$ cat config.mk
export PLATFORM = sky130hd
export DESIGN_NAME = apb_bridge_master
export DESIGN_NICKNAME = d
export VERILOG_FILES = /design/src/rtl/apb_bridge_master.sv
export SDC_FILE = /design/constraint.sdc
export NUM_CORES = 1
export LEC_CHECK = 0
export BUFFER_PORTS_ARGS = -buffer_cell sky130_fd_sc_hd__buf_4
export CORE_ASPECT_RATIO = 2
export CORE_UTILIZATION = 51
export DETAILED_ROUTE_END_ITERATION = 10
export HOLD_SLACK_MARGIN = 0.1
export PLACE_DENSITY_LB_ADDON = 0.05
export SKIP_LAST_GASP = 1
export SYNTH_ARGS = -nofsm -noshare
export SYNTH_HDL_FRONTEND = slang
export SYNTH_SLANG_ARGS = --single-unit
export TNS_END_PERCENT = 1
$ cat constraint.sdc
create_clock -name clk -period 6.05 [get_ports clk]
set_clock_uncertainty 0.2 [all_clocks]
set_input_delay 0.605 -clock clk [delete_from_list [all_inputs] [get_ports clk]]
set_output_delay 0.605 -clock clk [all_outputs]
set_load 0.01 [all_outputs]
$ cat src/rtl/apb_bridge_master.sv
// APB initiator: latches one processor request and runs a SETUP/ACCESS transfer on the
// shared APB outputs, returning read data plus a completion/error pulse to the processor.
module apb_bridge_master #(
  parameter logic [1:0] ID1     = 2'd1,
  parameter logic [1:0] ID2     = 2'd2,
  parameter logic [7:0] TIMEOUT = 8'd64
) (
  input  logic       clk,
  input  logic       reset,
  input  logic       proc_start,
  input  logic       proc_write,
  input  logic [1:0] proc_sel,
  input  logic [7:0] proc_addr,
  input  logic [7:0] proc_wdata,
  input  logic [7:0] proc_wait_cycles,
  output logic [7:0] proc_rdata,
  output logic       proc_stable,
  output logic       proc_err,
  output logic [1:0] apb_sel,
  output logic       apb_enable,
  output logic       apb_write,
  output logic [7:0] apb_addr,
  output logic [7:0] apb_wdata,
  output logic [7:0] apb_wait_cycles,
  input  logic       apb1_ready,
  input  logic [7:0] apb1_rdata,
  input  logic       apb2_ready,
  input  logic [7:0] apb2_rdata
);

  typedef enum logic [1:0] {StIdle, StSetup, StAccess, StDone} state_e;

  state_e     state_q, state_d;
  logic [7:0] cnt_q, cnt_d;
  logic       flag_q, flag_d;
  logic       write_q, write_d;
  logic [1:0] sel_q, sel_d;
  logic [7:0] addr_q, addr_d;
  logic [7:0] wdata_q, wdata_d;
  logic [7:0] wait_q, wait_d;
  logic [7:0] rdata_q, rdata_d;
  logic [1:0] apb_sel_q, apb_sel_d;
  logic       enable_q, enable_d;
  logic       stable_q, stable_d;
  logic       perr_q, perr_d;

  logic       sel_ok;
  logic       seg_ready;
  logic [7:0] seg_rdata;

  assign sel_ok    = (proc_sel == ID1) || (proc_sel == ID2);
  // Only the latched segment is listened to; the other segment's ready is ignored.
  assign seg_ready = (sel_q == ID1) ? apb1_ready : apb2_ready;
  assign seg_rdata = (sel_q == ID1) ? apb1_rdata : apb2_rdata;

  always_comb begin
    state_d = state_q;
    cnt_d   = cnt_q;
    flag_d  = flag_q;
    write_d = write_q;
    sel_d   = sel_q;
    addr_d  = addr_q;
    wdata_d = wdata_q;
    wait_d  = wait_q;
    rdata_d = rdata_q;

    unique case (state_q)
      StIdle: begin
        cnt_d  = 8'd0;
        flag_d = 1'b0;
        if (proc_start) begin
          if (sel_ok) begin
            write_d = proc_write;
            sel_d   = proc_sel;
            addr_d  = proc_addr;
            wdata_d = proc_wdata;
            wait_d  = proc_wait_cycles;
            state_d = StSetup;
          end else begin
            flag_d  = 1'b1;
            state_d = StDone;
          end
        end
      end
      StSetup: state_d = StAccess;
      StAccess: begin
        if (seg_ready) begin
          if (!write_q) rdata_d = seg_rdata;
          state_d = StDone;
        end else if (cnt_q == TIMEOUT - 8'd1) begin
          flag_d  = 1'b1;
          state_d = StDone;
        end else begin
          cnt_d = cnt_q + 8'd1;
        end
      end
      StDone: begin
        cnt_d   = 8'd0;
        state_d = StIdle;
      end
      default: state_d = StIdle;
    endcase

    // Outputs are registered, so they are derived from the next state.
    apb_sel_d = ((state_d == StSetup) || (state_d == StAccess)) ? sel_d : 2'd0;
    enable_d  = (state_d == StAccess);
    stable_d  = (state_d == StDone);
    perr_d    = (state_d == StDone) && flag_d;
  end

  always_ff @(posedge clk) begin
    if (reset) begin
      state_q   <= StIdle;
      cnt_q     <= 8'd0;
      flag_q    <= 1'b0;
      write_q   <= 1'b0;
      sel_q     <= 2'd0;
      addr_q    <= 8'd0;
      wdata_q   <= 8'd0;
      wait_q    <= 8'd0;
      rdata_q   <= 8'd0;
      apb_sel_q <= 2'd0;
      enable_q  <= 1'b0;
      stable_q  <= 1'b0;
      perr_q    <= 1'b0;
    end else begin
      state_q   <= state_d;
      cnt_q     <= cnt_d;
      flag_q    <= flag_d;
      write_q   <= write_d;
      sel_q     <= sel_d;
      addr_q    <= addr_d;
      wdata_q   <= wdata_d;
      wait_q    <= wait_d;
      rdata_q   <= rdata_d;
      apb_sel_q <= apb_sel_d;
      enable_q  <= enable_d;
      stable_q  <= stable_d;
      perr_q    <= perr_d;
    end
  end

  assign proc_rdata      = rdata_q;
  assign proc_stable     = stable_q;
  assign proc_err        = perr_q;
  assign apb_sel         = apb_sel_q;
  assign apb_enable      = enable_q;
  assign apb_write       = write_q;
  assign apb_addr        = addr_q;
  assign apb_wdata       = wdata_q;
  assign apb_wait_cycles = wait_q;

endmodule
Yosys cells after proc, flatten, opt, wreduce, memory -nomap -nowiden
Index checks and enable logic that the tools add are counted.
{ "word_totals": {"regBits": 51, "latchBits": 0, "ramBits": 0, "mem_bits_ro": 0, "in_bits": 48, "out_inout_bits": 38, "wordCells": 56, "memories": 0} }
{ "op_classes": {"n_addsub": 1, "n_mul": 0, "n_div": 0, "order_cmp": 0, "eq_ne": 12, "n_shift": 0, "n_mux": 18, "bitwise": 2, "reduce_logical": 10} }
{ "op_table": {"columns": ["op", "n"], "rows": [
  ["$mux W8", 3],
  ["$pmux W8 S2", 1],
  ["$mux W2", 7],
  ["$eq A2 B2 Y1 const B", 5],
  ["$reduce_and A3 Y1", 3],
  ["$add A8 B1 Y8 const B", 1],
  ["$eq A2 B1 Y1 const B", 4],
  ["$eq A8 B6 Y1 const B", 1],
  ["$pmux W2 S4", 1],
  ["$mux W1", 5],
  ["$ne A2 B2 Y1 const B", 2],
  ["$reduce_or A2 Y1", 2],
  ["$logic_not A2 Y1", 1],
  ["$logic_or A1 B1 Y1", 2],
  ["$not A1 Y1", 2],
  ["$pmux W1 S2", 1],
  ["$reduce_bool A2 Y1", 1],
  ["$logic_and A1 B1 Y1", 1]
]} }

Longest topological paths before layout
Gate-level depths: netlist of run 1.
{ "depth": {"depth_word": 9, "mapped_depth": 9} }

Worst setup path after synthesis of run 1
OpenSTA, ideal clock, no wires.
{ "synth_timing": {"path_kind": "reg-to-reg", "from": "register cnt_q[0]", "to": "register apb_sel_q[0], in the netlist apb_sel[0]", "setup_time_ns": 0.115, "arrival_time_ns": 1.749, "required_time_ns": 5.735, "slack_ns": 3.986, "path_stages_with_launch": 9, "n_path_buf": 0, "synth_period_minus_slack_ns": 2.064, "path_cell_list": "dfxtp_1 > ha_1 > nand3_2 > or4_4 > nand4_1 > o31ai_1 > inv_1 > ha_1 > and2_1"} }
{ "synth_between": {"elab_chain_len": 8, "elab_cells_between_ends": 9} }
{ "synth_rtl": {"columns": ["element", "line_no", "rtl"], "rows": [
  ["from (decl)", "34", "logic [7:0] cnt_q, cnt_d;"],
  ["from (signal assigned)", "128", "cnt_q <= cnt_d;"],
  ["$eq A8 B6 Y1 *", "90", "end else if (cnt_q == TIMEOUT - 8'd1) begin"],
  ["$mux W2 *", "90", null],
  ["$mux W2 *", "87", "if (seg_ready) begin"],
  ["$pmux W2 S4 *", "67", "unique case (state_q)"],
  ["net state_d[0]", "33", "state_e state_q, state_d;"],
  ["$eq A2 B1 Y1 or $eq A2 B2 Y1 (tied branches)", "105", "apb_sel_d = ((state_d == StSetup) || (state_d == StAccess)) ? sel_d : 2'd0;"],
  ["$logic_or A1 B1 Y1 *", "105", null],
  ["$not A1 Y1 (no line) *", null, null],
  ["$reduce_or A2 Y1 (no line) *", null, null],
  ["to (signal assigned)", "136", "apb_sel_q <= apb_sel_d;"],
  ["to (decl)", "42", "logic [1:0] apb_sel_q, apb_sel_d;"]
]} }
Mark *: on every way through the listed nets, which the timed path passes. The rest lies on a longest branch.
A chain may end at the register's enable or synchronous reset.

Final worst setup path of run 1
{ "layout_timing": {"from": "register sel_q[0]", "to": "register rdata_q[6], in the netlist proc_rdata[6]"} }
{ "layout_between": {"elab_chain_len": 3, "elab_cells_between_ends": 4} }
{ "layout_rtl": {"columns": ["element", "line_no", "rtl"], "rows": [
  ["from (decl)", "37", "logic [1:0] sel_q, sel_d;"],
  ["from (signal assigned)", "131", "sel_q <= sel_d;"],
  ["$eq A2 B1 Y1 *", "53, 54", null],
  ["$mux W1", "53", "assign seg_ready = (sel_q == ID1) ? apb1_ready : apb2_ready;"],
  ["$reduce_and A3 Y1 (no line)", null, null],
  ["to (signal assigned)", "135", "rdata_q <= rdata_d;"],
  ["to (decl)", "41", "logic [7:0] rdata_q, rdata_d;"]
]} }
Every way passes the cells marked *; elsewhere a longest branch is shown, timed or not.

==> results.env, run 1 <==
DR.PASS1.ITERS=3
CRITICAL_PATH_REQUIRED_PS=6060
SYNTH.DISTINCT_CELLS=36
SETUP-VIOLATIONS-FINAL=0
FIRST_GLOBAL_VIAS=1846
H_TREE_LEVEL_COUNT=2
DIE_H_UM=93.0
COUNT_OF_STATE_ELEMENTS_AFTER_SYNTHESIS=51
CRITICAL_PATH_MAXIMUM_FANOUT=16
WL_PER_CELL_UM=12.9
FP.DIEW_UM=47.5
DRT-VIAS-PER-INSTANCE=5.13
POWER_DENSITY_nW_PER_UM2=352
IRDROPWORSTVDD_uV=258
TIMING.SETUP.CRITICAL_PATH_CLASS='reg2reg'
CTS.CLK_SLEW.WORST_PATHS_PS=80
DRT-TOTAL-WL_UM=4960
AGGREGATE_NEGATIVE_SETUP_SLACK_PS=0
POSTCTSSETUPBUFFERS=0
FINALCRITPERIODSHARE_PCT=46.6
CLOCK_TREE_FROM_TRITONCTS='yes'
FINAL_CELL_MIX='86 x sky130_fd_sc_hd__buf_4, 60 x sky130_fd_sc_hd__nand2_1, 51 x sky130_fd_sc_hd__dfxtp_1'
SYNTH-WARNING-COUNT=0
FIN_CRIT_PS=2820
PLACE.DETAILED.HPWL_UM=3690
R2R_START='sel_q[0]'
IO_PINS=86
SYNTH.AVG_CELL_AREA_UM2=8.38
CTS.REPAIR.RESIZED=0
MOST_COMMON_CELL_AFTER_LAYOUT_FILL_AND_TAPS_ASIDE='sky130_fd_sc_hd__buf_4'
INSERTION_DELAY_OF_THE_LATER_CLOCKED_PIN_IN_THE_WORST_SKEW_PAIR_PS=290
FINAL_CORE_UTIL_PCT=73.3
SYNTH.TOP_CELL.AREA_SHARE_PCT=48.4
ROUTE.DETAILED.DRC=0
STATIC_LEAK_nW=1.22
GLOBALROUTETOTALUTIL_PCT=23.1
GRT_SETUP_UNREPAIRED='no'
SYNTHARSTFLOPSHARE_PCT=0
SYNTH_AREA_LEADERS='sky130_fd_sc_hd__dfxtp_1 48%, sky130_fd_sc_hd__nand2_1 11%, sky130_fd_sc_hd__a21oi_1 7.8%, sky130_fd_sc_hd__mux2i_1 4.3%, sky130_fd_sc_hd__ha_1 3.6%'
POST-LAYOUT-TOTAL-POWER_mW=1.01
DRV.MAX_CAP_VIOLATION_COUNT=0
CLOCK_TREE_ROOT_DRIVER_CELL='sky130_fd_sc_hd__clkbuf_8'
REPORT.FINAL.HOLD_VIOL_COUNT=0
CRITICAL_PATH.STARTPOINT='sel_q[0]'
RUN_STATUS='finished clean'
NUM_VIAS=1971
SYNTH_ENABLE_FLOP_CELLS=0
SHARE_OF_CELLS_ABOVE_DRIVE_STRENGTH_1_PCT=29.7
CP-START-KIND='flip-flop'
REPORT.FINAL.SLEW_VIOL_COUNT=0
R2R_SETUP_SLACK_PS=3230
CTS_HOLD_REPAIR.BUFFERS=0
NUM_ANTENNA_CELLS=0
WORSTPATHARRIVAL_PS=2830
DRT_ITER0_DRC=29
WORSTPATHCELLLIST='nor2b_1, mux2_2, nor2_2, nor2_1, a211oi_1'
MAX_SLEW_MARGIN_PCT=22.4
SLOWEST_STAGE='sky130_fd_sc_hd__nor2b_1'
WIRE_LENGTH_OF_THE_FIRST_GLOBAL_ROUTING_PASS_UM=7490
SYNTHESIS.NETS=306
CORE.ROWCOUNT=32
SYN2LAYOUT_AREA_GROWTH_PCT=36.2
GRT_MAX_DEGREE=47
FLOORPLAN.INITIALDENSITY_PCT=53.8
CRITICAL_PATH.REG2REG.ENDPOINT='proc_rdata[6]'
GP_CONGESTION=0.825
TOTAL_STANDARD_CELL_AREA_AFTER_SYNTHESIS_UM2=2110
CORE_AREA_UM2=3920
SYNTHFLOPTYPE='sky130_fd_sc_hd__dfxtp_1'
CLK_PATH_BUF_DEPTH=2
SYNTH_AREA_LEADER_CELL='sky130_fd_sc_hd__dfxtp_1'
TOTAL_DIE_AREA_UM2=4420
TIMING.FMAX_MHz=355
HP-CLASS='reg2reg'
CTS_BUFFERS=5
WORSTSETUPENDPOINT='proc_rdata[6]'
SYNTH_CELLS=252
REG2REGPATHDEPTH=5
ANTENNA_VIOLATING_NETS_POST_ROUTE=0
NNETSFINAL=387
BUFFER_PORTS.INSERTED=85
CRITPATHMAXSTAGEDELAY_PS=910
GRT.OVERFLOW.TOTAL=0
WORST-SLEW-PIN-TRANSITION_PS=1160
CRITPATHCAPTURETYPE='flip-flop'
CLOCK-SINKS=51
SYNTH_SEQ_AREA_SHARE_PCT=48.4
ANTENNA_FOUND_INITIAL=0
-- critical path, delay by kind of cell, from the launching register on --
family / cells / cell delay [ps]
flops: 1 / 340
mux: 1 / 480
simple gates: 3 / 1490
compound gates: 1 / 230
-- routing by layer --
| layer | track usage (%) | share of wire, % | wire length (um) |
|---|---|---|---|
| met3 | 6.95 | 4.8 | 238 |
| met1 | 21.5 | 37 | 1830 |
| met2 | 43.3 | 57 | 2810 |
| met5 | 0 | 0 | 0 |
| met4 | 7.62 | 1.6 | 78 |
-- cell type report --
| type | count | area [um^2] |
|---|---|---|
| fill | 333 | 1050 |
| sequential | 51 | 1020 |
| multi-input combinational | 182 | 1020 |
| timing repair buffer | 86 | 646 |
| clock buffer | 6 | 72.6 |
| tap | 51 | 63.8 |
| clock inverter | 1 | 30.0 |
| inverter | 7 | 26.3 |
-- kinds of logic after synthesis --
kind of cell,Yosys count,share of synthesized area (%)
fa+ha+maj,6,3.56
compound gates,60,17.0
flops,51,48.4
mux,10,4.80
xor+xnor,1,0.415
buf+inv,19,3.50
simple gates,105,22.4
-- Yosys cell counts (all sizes together), types with 4 or more instances --
| cell type | instances |
|---|---|
| a21oi | 33 |
| and2 | 4 |
| dfxtp | 51 |
| mux2i | 9 |
| nand2 | 61 |
| inv | 7 |
| clkbuf | 9 |
| nor2 | 18 |
| o21ai | 8 |
| ha | 6 |
| a211oi | 8 |
| nor2b | 6 |
-- metrics by stage --
step           instances  setup slack [ps]  cell area, um^2  hold WS [ps]
2_1_floorplan        252              3990             2110           225
3_3_place_gp         377              3320             2770           242
3_5_place_dp         377              3220             2770           247
4_1_cts              384              3200             2880           260
5_1_grt              384              3030             2880           281
6_report             384              3230             2880           256
-- where the power goes --
part           switching (mW)  internal, mW
registers              0.0303         0.393
logic                   0.202         0.161
clock network           0.105         0.121
-- how the worst min path moves through the flow --
stage | from | end | slack [ps] | cells after the start
CTS | apb_addr[1] | apb_addr[1] | 260 | 2
floorplan | cnt_q[7] | cnt_q[7] | 230 | 1
detailed placement | apb_addr[1] | apb_addr[1] | 250 | 2
global placement | apb_wait_cycles[2] | apb_wait_cycles[2] | 240 | 2
global route | apb_wait_cycles[6] | apb_wait_cycles[6] | 280 | 2
finish | apb_addr[5] | apb_addr[5] | 260 | 2
-- registers in the layout, indices dropped and copies added (netlist names) --
signal / flops
apb_addr: 8
apb_wait_cycles: 8
apb_wdata: 8
cnt_q: 8
proc_rdata: 8
apb_sel: 2
sel_q: 2
state_q: 2
apb_enable: 1
apb_write: 1
flag_q: 1
proc_err: 1
proc_stable: 1
(Power assumes the default switching activity.)
==> inputs of run 2 (changes only) <==
Settings changed: CORE_UTILIZATION 51 to 47.
Clock period 6.05 ns to 2.9 ns, I/O delays scaled along.
==> results.env, run 2 (same netlist as run 1, synthesis figures left out) <==
CRITICAL_PATH_REQUIRED_PS=2900
GLOBALROUTETOTALUTIL_PCT=24.5
FINAL_CELL_MIX='87 x sky130_fd_sc_hd__buf_4, 60 x sky130_fd_sc_hd__nand2_1, 51 x sky130_fd_sc_hd__dfxtp_1'
R2R_START='cnt_q[0]'
AGGREGATE_NEGATIVE_SETUP_SLACK_PS=0
SEQ_AREA_UM2=1020
DRV.MAX_CAP_VIOLATION_COUNT=0
CTS.CLK_SLEW.WORST_PATHS_PS=90
CRITICAL_PATH_MAXIMUM_FANOUT=6
REPORT.FINAL.SLEW_VIOL_COUNT=0
NUM_VIAS=2145
CLOCK_TREE_FROM_TRITONCTS='yes'
FIN_CRIT_PS=2240
MAX_SLEW_MARGIN_PCT=59.8
GP_CONGESTION=0.834
CLOCK-SINKS=51
WORST-SLEW-PIN-TRANSITION_PS=603
ANTENNA_VIOLATING_NETS_POST_ROUTE=0
CP-START-KIND='flip-flop'
TIMING.SETUP.CRITICAL_PATH_CLASS='reg2reg'
SETUP-VIOLATIONS-FINAL=0
R2R_SETUP_SLACK_PS=660
FP.DIEW_UM=49.4
CTS_HOLD_REPAIR.BUFFERS=26
CLK_PATH_BUF_DEPTH=2
REG2REGPATHDEPTH=8
CRITPATHCAPTURETYPE='flip-flop'
FINALCRITPERIODSHARE_PCT=77.1
NNETSFINAL=414
SYN2LAYOUT_AREA_GROWTH_PCT=48.7
TERMINATING_PIN_OF_THE_WORST_HOLD_PATH='proc_rdata[7]'
FIN_CELLS=415
GRT_SETUP_UNREPAIRED='no'
H_TREE_LEVEL_COUNT=2
WIRE_LENGTH_OF_THE_FIRST_GLOBAL_ROUTING_PASS_UM=9000
WORSTPATHARRIVAL_PS=2240
POWER_DENSITY_nW_PER_UM2=678
DR.PASS1.ITERS=4
PLACE.DETAILED.HPWL_UM=3850
SHARE_OF_CELLS_ABOVE_DRIVE_STRENGTH_1_PCT=28.0
CORE_AREA_UM2=4340
CELLS_ON_WORST_HOLD_PATH=3
GRT.OVERFLOW.TOTAL=0
CTS_BUFFERS=5
FILLER_CELL_COUNT=367
INSERTION_DELAY_OF_THE_LATER_CLOCKED_PIN_IN_THE_WORST_SKEW_PAIR_PS=300
POSTCTSSETUPBUFFERS=0
CTS.REPAIR.RESIZED=0
CRITICAL_PATH.REG2REG.ENDPOINT='apb_sel[0]'
GRT_MAX_DEGREE=47
CLOCK_TREE_ROOT_DRIVER_CELL='sky130_fd_sc_hd__clkbuf_8'
MULTI_INPUT_COMB_AREA_UM2=1020
DRT-TOTAL-WL_UM=5640
DRT-VIAS-PER-INSTANCE=5.17
IO_PINS=86
CORE.ROWCOUNT=34
FLOORPLAN.INITIALDENSITY_PCT=48.6
HOLD_START='apb2_rdata[7]'
IRDROPWORSTVDD_uV=623
RUN_STATUS='finished clean'
WL_PER_CELL_UM=13.6
DRT_ITER0_DRC=21
TOTAL_DIE_AREA_UM2=4780
ROUTE.DETAILED.DRC=0
BUFFER_PORTS.INSERTED=85
TIMING.FMAX_MHz=447
NUM_ANTENNA_CELLS=0
ANTENNA_FOUND_INITIAL=0
HP-CLASS='in2reg'
STATIC_LEAK_nW=1.33
NUMPLACEDINSTANCES=381
REPORT.FINAL.HOLD_VIOL_COUNT=0
FIRST_GLOBAL_VIAS=2061
DIE_H_UM=96.8
MOST_COMMON_CELL_AFTER_LAYOUT_FILL_AND_TAPS_ASIDE='sky130_fd_sc_hd__buf_4'
-- run 2: cell count changes in the layout (fill, tap and decap cells not counted) --
cell	before	now
sky130_fd_sc_hd__dlygate4sd3_1	0	26
sky130_fd_sc_hd__buf_4	86	87
sky130_fd_sc_hd__clkbuf_8	5	6
sky130_fd_sc_hd__bufinv_16	1	0
sky130_fd_sc_hd__clkinv_4	0	1
-- run 2: critical path: stages, from the launching register on --
cell	delay, ps
sky130_fd_sc_hd__dfxtp_1	390
sky130_fd_sc_hd__ha_1	220
sky130_fd_sc_hd__nand3_2	140
sky130_fd_sc_hd__or4_4	520
sky130_fd_sc_hd__nand4_1	100
sky130_fd_sc_hd__o31ai_1	120
sky130_fd_sc_hd__inv_1	80
sky130_fd_sc_hd__ha_1	220
sky130_fd_sc_hd__and2_1	140
-- run 2: metrics by stage --
stage	hold slack, ps	setup slack (ps)	power [mW]	util (%)	area, um^2
5_1_grt	139	467	2.26	72.3	3140
4_1_cts	118	654	2.14	72.3	3140
6_report	133	665	2.13	72.3	3140
2_1_floorplan	225	836	1.36	-	2110
3_3_place_gp	242	763	1.67	64.2	2780
3_5_place_dp	247	670	1.68	64.2	2780
-- run 2: worst max path at each step --
stage,cells past startpoint,from,to
finish,8,cnt_q[0],apb_sel[0]
global route,6,sel_q[0],proc_rdata[1]
CTS,6,sel_q[0],proc_rdata[1]
detailed placement,6,sel_q[0],proc_rdata[1]
global placement,8,cnt_q[0],apb_sel[1]
floorplan,8,cnt_q[0],apb_sel[0]
-- run 2: area by class of cell --
class | count | share of cell area, %
sequential | 51 | 32.5
tap | 54 | 2.15
clock inverter | 1 | 0.279
timing repair buffer | 113 | 29.1
clock buffer | 7 | 2.75
multi-input combinational | 182 | 32.4
inverter | 7 | 0.837
-- run 2: metal layers --
| metal | GRT usage, % | wire [um] |
|---|---|---|
| met5 | 0 | 0 |
| met4 | 11.0 | 153 |
| met3 | 3.93 | 173 |
| met2 | 47.1 | 3260 |
| met1 | 24.5 | 2050 |
-- run 2: power by group --
| part | total (mW) | switching, mW | internal (mW) |
|---|---|---|---|
| registers | 0.881 | 0.0622 | 0.819 |
| clock network | 0.431 | 0.235 | 0.196 |
| logic | 0.817 | 0.453 | 0.363 |
==> inputs of run 3 (changes only) <==
Settings changed: CORE_UTILIZATION 47 to 43.
Clock period 2.9 ns to 1.93 ns, I/O delays scaled along.
==> results.env, run 3 (same netlist as run 1, synthesis figures left out) <==
CRITICAL-PATH-TOP-CELL-BY-COUNT='sky130_fd_sc_hd__ha_4'
CORE.ROWCOUNT=35
CRITICAL_PATH_MAXIMUM_FANOUT=3
WORST-SLEW-PIN-TRANSITION_PS=288
CLOCK-SINKS=51
GRT.OVERFLOW.TOTAL=0
CRITPATHMAXSTAGEDELAY_PS=500
CLK_PATH_BUF_DEPTH=2
RUN_STATUS='complete, but fails checks'
CORE_AREA_UM2=4640
TOTAL_DIE_AREA_UM2=5210
HOLD_START='apb2_rdata[7]'
WORSTPATHCELLLIST='ha_4, nand3_4, or4_4, nand4_1, o31ai_4, inv_2, ha_4, and2_1'
FILLER_CELL_COUNT=340
SHARE_OF_CELLS_ABOVE_DRIVE_STRENGTH_1_PCT=34.8
POWER.SHARE.CLOCK_PCT=16.1
TIMING.SETUP.CRITICAL_PATH_CLASS='reg2reg'
POWER.NET_SWITCHING_mW=1.26
WIRE_LENGTH_OF_THE_FIRST_GLOBAL_ROUTING_PASS_UM=9940
POWER_SWITCHING_SHARE_PCT=34.9
FINALCRITPERIODSHARE_PCT=105
GLOBALROUTETOTALUTIL_PCT=25.4
WORSTPATHARRIVAL_PS=2020
MOST_COMMON_CELL_AFTER_LAYOUT_FILL_AND_TAPS_ASIDE='sky130_fd_sc_hd__buf_4'
DIE_H_UM=101
SYN2LAYOUT_AREA_GROWTH_PCT=70.7
STATIC_LEAK_nW=1.52
DRV.MAX_CAP_VIOLATION_COUNT=0
FIRST_GLOBAL_VIAS=2233
SETUP-VIOLATIONS-FINAL=7
VIOLATIONS='negative setup slack'
WL_PER_CELL_UM=14.0
TERMINATING_PIN_OF_THE_WORST_HOLD_PATH='proc_rdata[7]'
CTS.CLK_SLEW.WORST_PATHS_PS=90
R2R_START='cnt_q[0]'
FLOORPLAN.INITIALDENSITY_PCT=45.5
GRT_SETUP_UNREPAIRED='yes'
R2R_SETUP_SLACK_PS=-90
IO_PINS=86
REPORT.FINAL.HOLD_VIOL_COUNT=0
DR.PASS1.ITERS=4
NUM_VIAS=2274
PLACE.DETAILED.HPWL_UM=4120
ROUTE.DETAILED.DRC=0
SETUP_WS_PS=-89.2
FINAL_WORST_HOLD_SLACK_PS=97.3
SLOWEST_STAGE='sky130_fd_sc_hd__or4_4'
CLOCK_TREE_ROOT_DRIVER_CELL='sky130_fd_sc_hd__clkbuf_8'
INSERTION_DELAY_OF_THE_LATER_CLOCKED_PIN_IN_THE_WORST_SKEW_PAIR_PS=300
ANTENNA_FOUND_INITIAL=0
FINAL_CELL_MIX='110 x sky130_fd_sc_hd__buf_4, 60 x sky130_fd_sc_hd__nand2_1, 47 x sky130_fd_sc_hd__dfxtp_1'
PWR-SHARE-COMB_PCT=47.0
H_TREE_LEVEL_COUNT=2
CP-START-KIND='flip-flop'
DRT-TOTAL-WL_UM=6380
GRT_MAX_DEGREE=26
SEQ_POWER_SHARE_PCT=36.9
CLOCK_TREE_FROM_TRITONCTS='yes'
MAX_SLEW_MARGIN_PCT=80.8
REG2REGPATHDEPTH=8
REPORT.FINAL.SLEW_VIOL_COUNT=0
BUFFER_PORTS.INSERTED=85
CELLS_ON_WORST_HOLD_PATH=3
CRITICAL_PATH.REG2REG.ENDPOINT='apb_sel[1]'
DRT_ITER0_DRC=30
NNETSFINAL=457
FIN_CRIT_PS=2020
DPL_WORST_SLACK_PS=-59.5
NUM_ANTENNA_CELLS=0
DRT-VIAS-PER-INSTANCE=4.98
GP_CONGESTION=0.819
ANTENNA_VIOLATING_NETS_POST_ROUTE=0
CRITICAL_PATH_REQUIRED_PS=1930
POWER_DENSITY_nW_PER_UM2=1000
IRDROPWORSTVDD_uV=752
FP.DIEW_UM=51.5
CTS_BUFFERS=5
CELLINTERNALPOWER_mW=2.35
TIMING.FMAX_MHz=495
CRITPATHCAPTURETYPE='flip-flop'
HP-CLASS='in2reg'
[run 3: changes by cell type in the layout (fill, tap and decap cells not counted), sizes merged]
cell | before | now
clkinv | 1 | 0
dlygate4sd3 | 26 | 44
clkinvlp | 0 | 1
buf | 87 | 112
clkbuf | 7 | 5
[run 3: worst max path at each step]
| stage | from | to | slack [ps] | cells past startpoint |
|---|---|---|---|---|
| 6_report | cnt_q[0] | apb_sel[1] | -90 | 8 |
| 5_1_grt | cnt_q[0] | apb_sel[0] | -140 | 8 |
| 4_1_cts | state_q[0] | apb_sel[0] | -70 | 9 |
| 3_5_place_dp | state_q[0] | apb_sel[0] | -60 | 9 |
| 3_3_place_gp | state_q[0] | apb_sel[1] | -20 | 9 |
| 2_1_floorplan | state_q[0] | apb_sel[0] | -20 | 9 |
[run 3: power by group through the flow]
stage	Combinational (mW)	Clock, mW	Sequential, mW
2_1_floorplan	0.665	0	1.42
5_1_grt	1.86	0.634	1.35
6_report	1.70	0.581	1.33
3_3_place_gp	1.42	0	1.35
3_5_place_dp	1.45	0	1.35
4_1_cts	1.55	0.599	1.33
[run 3: layer usage]
| metal | vias to the layer above | track usage (%) | wire [um] |
|---|---|---|---|
| met5 | - | 0 | 0 |
| met4 | 0 | 12.9 | 192 |
| met3 | 16 | 4.22 | 178 |
| met2 | 55 | 48.3 | 3760 |
| met1 | 1050 | 25.0 | 2250 |
| li1 | 1153 | - | - |
[run 3: through the flow]
stage	instances	area (um^2)	TNS, ps	utilization, %	power, mW
floorplan	252	2150	-36.4	-	2.09
global placement	405	3030	-40.5	65.2	2.77
detailed placement	405	3030	-118	65.2	2.81
CTS	456	3550	-177	76.5	3.48
global route	457	3600	-3500	77.6	3.84
finish	457	3600	-282	77.6	3.61
[run 3: repair_timing]
| action | CTS | global route |
|---|---|---|
| resized for setup | 0 | 9 |
| hold buffers | 44 | 0 |
| endpoints found under the hold margin | 39 | 0 |
| setup buffers | 1 | 1 |
| endpoints found under the setup margin | 6 | 42 |
| pin swaps | 0 | 2 |
[run 3: layout make-up]
cell class,count,area (um^2),area share (%)
flip-flops and latches,51,1030,28.5
clock buffers,5,68.8,1.91
repair buffers,156,1310,36.3
multi-input cells,182,1100,30.5
clock inverters,1,7.51,0.208
well taps,55,68.8,1.91
inverters,7,26.3,0.729
[run 3: critical path: cells and delay by family, from the launching register on]
family / cells / cell delay, ps
adders and majority gates: 2 / 350
buffers and inverters: 1 / 70
and+or+nand+nor: 4 / 830
DFF: 1 / 360
AOI/OAI and AO/OA: 1 / 100
